$ cat src/rtl/seu_pipe.sv
// ---------------------------------------------------------------------------
// seu_pipe -- pipelined immediate / sign-extension unit for the LEGv8 datapath.
//
// Decodes the immediate field selected by seu_op out of a 26-bit instruction
// payload and delivers it, extended to DATA_W bits, through one output
// register stage backed by a one-entry skid buffer. Both sides use
// valid/ready handshakes, so the unit can sit between decode and execute.
//
// Optional feature macro: SEU_WIDE_IMM_EN
//   defined     -> op 3'b100 builds the MOVZ-style wide immediate
//                  (imm16 << 16*hw).
//   not defined -> op 3'b100 is illegal (result 0, out_err=1); no shifter.
//
// Parameters:
//   DATA_W  width of the extended result (32 or 64).
//   TAG_W   width of the sideband tag carried with each result.
//
// Ports:
//   clk               system clock, all state on the rising edge
//   reset             synchronous, active-high reset
//   in_valid          input beat valid
//   in_ready          unit can accept an input beat this cycle (registered)
//   instruction[25:0] instruction payload
//   seu_op[2:0]       extend mode: 000 I, 001 D, 010 B, 011 CB, 100 IW
//   in_tag            sideband tag for the input beat
//   out_valid         result beat valid
//   out_ready         downstream accepts the result this cycle
//   extended_address  extended immediate
//   out_tag           tag of the current result
//   out_err           current result came from an illegal/out-of-range op
// ---------------------------------------------------------------------------
module seu_pipe #(
  parameter int DATA_W = 64,
  parameter int TAG_W  = 5
) (
  input  logic              clk,
  input  logic              reset,
  input  logic              in_valid,
  output logic              in_ready,
  input  logic [25:0]       instruction,
  input  logic [2:0]        seu_op,
  input  logic [TAG_W-1:0]  in_tag,
  output logic              out_valid,
  input  logic              out_ready,
  output logic [DATA_W-1:0] extended_address,
  output logic [TAG_W-1:0]  out_tag,
  output logic              out_err
);

  // Result is formed at 64 bits and then cut to DATA_W, so the same
  // sign-extension expressions serve both legal widths.
  // Returns {err, result}.
  function automatic logic [DATA_W:0] seu_extend(input logic [25:0] instr,
                                                 input logic [2:0]  op);
    logic [63:0] wide_v;
    logic        err_v;
    wide_v = 64'd0;
    err_v  = 1'b0;
    case (op)
      3'b000: wide_v = {52'd0, instr[21:10]};
      3'b001: wide_v = {{55{instr[20]}}, instr[20:12]};
      3'b010: wide_v = {{36{instr[25]}}, instr[25:0], 2'b00};
      3'b011: wide_v = {{43{instr[23]}}, instr[23:5], 2'b00};
`ifdef SEU_WIDE_IMM_EN
      3'b100: begin
        // hw>=2 places the half-word above bit 31, which a 32-bit
        // result cannot represent.
        if ((DATA_W == 32) && instr[22]) begin
          wide_v = 64'd0;
          err_v  = 1'b1;
        end else begin
          wide_v = {48'd0, instr[20:5]} << {instr[22:21], 4'b0000};
          err_v  = 1'b0;
        end
      end
`endif
      default: begin
        wide_v = 64'd0;
        err_v  = 1'b1;
      end
    endcase
    return {err_v, wide_v[DATA_W-1:0]};
  endfunction

  // Main slot drives the outputs; skid slot absorbs one beat under stall.
  logic              main_valid_r;
  logic [DATA_W-1:0] main_data_r;
  logic [TAG_W-1:0]  main_tag_r;
  logic              main_err_r;
  logic              skid_valid_r;
  logic [DATA_W-1:0] skid_data_r;
  logic [TAG_W-1:0]  skid_tag_r;
  logic              skid_err_r;
  logic              in_ready_r;

  logic              main_valid_n_s;
  logic [DATA_W-1:0] main_data_n_s;
  logic [TAG_W-1:0]  main_tag_n_s;
  logic              main_err_n_s;
  logic              skid_valid_n_s;
  logic [DATA_W-1:0] skid_data_n_s;
  logic [TAG_W-1:0]  skid_tag_n_s;
  logic              skid_err_n_s;

  logic [DATA_W:0]   ext_s;
  logic              in_xfer_s;
  logic              out_xfer_s;

  // Decode the incoming beat's immediate and the handshake transfers.
  always_comb begin
    ext_s      = seu_extend(instruction, seu_op);
    in_xfer_s  = in_valid & in_ready_r;
    out_xfer_s = main_valid_r & out_ready;
  end

  // Next-state of the main and skid slots.
  always_comb begin
    main_valid_n_s = main_valid_r;
    main_data_n_s  = main_data_r;
    main_tag_n_s   = main_tag_r;
    main_err_n_s   = main_err_r;
    skid_valid_n_s = skid_valid_r;
    skid_data_n_s  = skid_data_r;
    skid_tag_n_s   = skid_tag_r;
    skid_err_n_s   = skid_err_r;
    if (skid_valid_r) begin
      // in_ready is low here, so only the output side can move.
      if (out_xfer_s) begin
        main_valid_n_s = 1'b1;
        main_data_n_s  = skid_data_r;
        main_tag_n_s   = skid_tag_r;
        main_err_n_s   = skid_err_r;
        skid_valid_n_s = 1'b0;
      end else begin
        skid_valid_n_s = 1'b1;
      end
    end else if (in_xfer_s) begin
      if (!main_valid_r || out_xfer_s) begin
        // Main is empty or draining this cycle: new beat goes straight in.
        main_valid_n_s = 1'b1;
        main_data_n_s  = ext_s[DATA_W-1:0];
        main_tag_n_s   = in_tag;
        main_err_n_s   = ext_s[DATA_W];
      end else begin
        // Main is stalled: park the beat in the skid slot.
        skid_valid_n_s = 1'b1;
        skid_data_n_s  = ext_s[DATA_W-1:0];
        skid_tag_n_s   = in_tag;
        skid_err_n_s   = ext_s[DATA_W];
      end
    end else if (out_xfer_s) begin
      main_valid_n_s = 1'b0;
    end else begin
      main_valid_n_s = main_valid_r;
    end
  end

  // Slot registers and the registered in_ready; reset discards all beats.
  always_ff @(posedge clk) begin
    if (reset) begin
      main_valid_r <= 1'b0;
      main_data_r  <= {DATA_W{1'b0}};
      main_tag_r   <= {TAG_W{1'b0}};
      main_err_r   <= 1'b0;
      skid_valid_r <= 1'b0;
      skid_data_r  <= {DATA_W{1'b0}};
      skid_tag_r   <= {TAG_W{1'b0}};
      skid_err_r   <= 1'b0;
      in_ready_r   <= 1'b1;
    end else begin
      main_valid_r <= main_valid_n_s;
      main_data_r  <= main_data_n_s;
      main_tag_r   <= main_tag_n_s;
      main_err_r   <= main_err_n_s;
      skid_valid_r <= skid_valid_n_s;
      skid_data_r  <= skid_data_n_s;
      skid_tag_r   <= skid_tag_n_s;
      skid_err_r   <= skid_err_n_s;
      in_ready_r   <= ~skid_valid_n_s;
    end
  end

  assign in_ready         = in_ready_r;
  assign out_valid        = main_valid_r;
  assign extended_address = main_data_r;
  assign out_tag          = main_tag_r;
  assign out_err          = main_err_r;

endmodule
$ cat config.mk
export PLATFORM = sky130hd
export DESIGN_NAME = seu_pipe
export DESIGN_NICKNAME = d
export VERILOG_FILES = /design/src/rtl/seu_pipe.sv
export SDC_FILE = /design/constraint.sdc
export NUM_CORES = 1
export LEC_CHECK = 0
export CORE_UTILIZATION = 44
export CTS_BUF_LIST = sky130_fd_sc_hd__clkbuf_16
export CTS_CLUSTER_DIAMETER = 50
export DETAILED_ROUTE_END_ITERATION = 6
export GPL_TIMING_DRIVEN = 0
export MAX_ROUTING_LAYER = met4
export PLACE_DENSITY = 0.85
export SETUP_SLACK_MARGIN = 0.1
export SKIP_CTS_REPAIR_TIMING = 1
export SLEW_MARGIN = 10
export SYNTH_ARGS = -nofsm -noshare
export SYNTH_HDL_FRONTEND = slang
export SYNTH_SLANG_ARGS = --single-unit
export TNS_END_PERCENT = 50
$ cat constraint.sdc
create_clock -name clk -period 1.6 [get_ports clk]
set_input_delay 0.24 -clock clk [delete_from_list [all_inputs] [get_ports clk]]
set_output_delay 0.24 -clock clk [all_outputs]
set_load 0.01 [all_outputs]
==> results.py <==
metrics = {
    "clock_tree": {
        "clk_pin_slew_worst_paths_ns": 0.06,
        "cts_buffer_depth": 2,
        "clock-root-buffer": "clkbuf_16",
        "numClockSinks": 71,
        "cts_tree": "done",
        "clk_latency_ns": 0.34,
        "cts_buffers": 9,
        "h-tree-depth": 3,
    },
    "logic_synthesis": {
        "synthesis.area_per_instance_um2": 9.10,
        "yosysWarnings": 0,
        "synth_compound_area_share_pct": 32.1,
        "synth_top_area_cell": "dfxtp_1",
        "yosys_register_bits": 71,
        "synth_area_um2": 3970,
        "synth-simple-area-share_pct": 4.79,
        "synth_top_family_by_area": "compound AO/OA/AOI/OAI gates",
        "syn-num-nets": 474,
        "synth_top_area_share_pct": 35.8,
        "synthAdderAreaFrac_pct": 0,
        "syn_inst": 436,
        "ys_seq_area_share_pct": 35.8,
        "synth-xor-area-share_pct": 0,
        "synthMuxAreaShare_pct": 11.4,
        "yosys-top-cells-area": "dfxtp_1, mux2_2, buf_4",
        "yosysUniqueCellTypes": 42,
    },
    "floorplan": {
        "io_pins": 110,
        "die_y_um": 97.0,
        "rows": 34,
        "fp.dieW_um": 97.0,
        "core_um2": 8720,
        "start_util_pct": 45.5,
        "die_area_um2": 9400,
    },
    "sta": {
        "setup_viol": 11,
        "clock_skew_ns": 0.00924,
        "worstMarginPinSlew_ns": 0.662,
        "layout_min_cycle_time_ns": 1.65,
        "slew_violations": 0,
        "rsz0062_at_grt": "yes",
        "timing.fmax_mhz": 606,
        "final.period_utilization_pct": 103,
        "slew_headroom_pct": 55.9,
        "setup_ws_ns": -0.0497,
        "finalHoldViolCount": 0,
    },
    "routing": {
        "vias": 4212,
        "route.detailed.drc": 0,
        "post_drt_wl_per_cell_um": 19.6,
        "firstDrtPassIters": 5,
        "viasPerCell": 6.14,
        "drt-total-wl_mm": 13.5,
        "postRouteAntennaNets": 0,
        "drt_iter0_markers": 405,
    },
    "final_layout": {
        "final_cell_mix": "dfxtp_1, clkdlybuf4s50_1, buf_4",
        "final_common_cell": "dfxtp_1",
        "multi_input_area_um2": 2060,
        "regArea_um2": 1430,
        "n_antenna_cell": 0,
        "drive_gt1_share_pct": 31.1,
        "design_area_um2": 6060,
        "nNetsFinal": 611,
        "syn2layout_area_growth_pct": 52.9,
        "fillers": 576,
    },
    "run_status": {
        "status": "finished, violations left",
        "violations": "setup timing",
    },
    "hold_path": {
        "hp-class": "in2reg",
    },
    "run": {
        "cap_viol_max_count": 0,
    },
    "critical_path": {
        "crit_path_max_incr_delay_ns": 0.47,
        "crit_top_cell": "buf_2",
        "critPathLaunchType": "flip-flop",
        "critPathKind": "reg2reg",
        "critical_path_required_ns": 1.85,
        "path_max_fanout": 10,
        "endpoint_kind": "flip-flop",
        "path_cells": "nand2b_1 -> buf_2 -> or4_1 -> buf_2 -> buf_6 -> o32ai_2",
        "crit_slowest_cell": "or4_1",
        "worstPathArrival_ns": 1.90,
    },
    "global_route": {
        "antenna_found_initial": 0,
        "grt_pass1_vias": 3883,
        "grt_max_degree": 39,
        "grt_pass1_wl_mm": 19.4,
        "grt.overflow.total": 0,
        "grt_use_total_pct": 26.2,
    },
    "power_and_ir_drop": {
        "powerDensity_nw_per_um2": 916,
        "ir_worst_vdd_uv": 633,
        "p_leak_uw": 0.00283,
        "finalPower_uw": 5550,
    },
    "placement": {
        "dp_hpwl_mm": 8.62,
        "numPortBuffers": 108,
        "place_area_um2": 5190,
        "place_congestion": 0.978,
    },
}
==> area by class of cell <==
| class | instances | share of cell area, % |
|---|---|---|
| multi-input combinational | 242 | 33.9 |
| clock inverter | 6 | 1.07 |
| inverter | 41 | 2.54 |
| timing repair buffer | 126 | 22.9 |
| clock buffer | 10 | 4.13 |
| buffer | 82 | 9.63 |
| tap | 108 | 2.23 |
| sequential | 71 | 23.6 |
==> worst paths after layout <==
path                            slack, ns                  from                    to  depth (start not counted)
worst max-delay path                -0.05             out_valid       skid_data_r[21]                          6
worst min-delay path                 0.40             seu_op[2]            skid_err_r                          4
worst max register to register      -0.05             out_valid       skid_data_r[21]                          6
worst min register to register       0.47  extended_address[12]  extended_address[12]                          2
==> per-layer routing <==
layer | share of wire (%) | vias to the layer above | GRT usage [%]
met5 | 0 | - | -
li1 | - | 1882 | -
met4 | 3.1 | 0 | 11.6
met2 | 49 | 294 | 42.4
met1 | 39 | 1989 | 31.4
met3 | 8.7 | 47 | 5.20
==> through the flow <==
stage               utilization [%]  std cells  setup WS [ns]  hold WS, ns  setup TNS (ns)
global route                   69.5        686         -0.133        0.418           -1.37
floorplan                         -        436          0.106        0.388               0
CTS                            63.1        668         -0.838        0.374          -41.68
detailed placement             59.5        652         -0.692        0.458          -50.01
global placement               59.5        652         -0.633        0.461          -44.57
finish                         69.5        686        -0.0497        0.404          -0.437
==> critical path, delay by kind of cell, from the launching register on <==
kind / cells / cell delay [ns]
buf+inv: 3 / 0.52
simple gates: 2 / 0.52
compound gates: 1 / 0.12
flops: 1 / 0.38
==> power by group <==
part	switching, uW	internal [uW]
registers	67.7	1880
logic	709	800
clock network	794	1300
total	1570	3980
==> logic make-up after synthesis <==
kind of cell,count (synthesis)
AOI/OAI and AO/OA,170
buffers and inverters,123
and+or+nand+nor,31
DFF,71
muxes,41
==> registers in the layout, indices dropped and copies added, names as in the netlist <==
signal and flops:
skid_valid_r 1, skid_err_r 1, out_err 1, out_tag 5, skid_data_r 28, skid_tag_r 5, in_ready 1, out_valid 1
extended_address 28
==> cell usage after synthesis <==
cell type and count:
dfxtp_1 71, inv_1 41, a21oi_1 36, buf_4 36, mux2_2 35, a22oi_1 33, clkbuf_1 24, a221oi_1 22
buf_2 19, a211oi_1 18, a31oi_1 12, o21ai_0 12, o32ai_2 10, o22ai_1 9, nand3_1 8, mux2i_1 6
nand2_1 5, o32ai_1 5, a311oi_1 3, nor2_1 3, and3b_1 2, buf_1 2, nand2b_1 2, nand4_1 2
nor2b_1 2, o211ai_1 2, a2111o_1 1, a211o_1 1, a21o_1 1, a221oi_2 1, a222oi_1 1, and2_1 1
buf_6 1, nand3b_1 1, nand3b_4 1, nor3_1 1, nor3b_2 1, o2111ai_1 1, o21ba_2 1, o21bai_1 1
or2_2 1, or4_1 1
No activity file was read; power rests on OpenSTA's default activity.
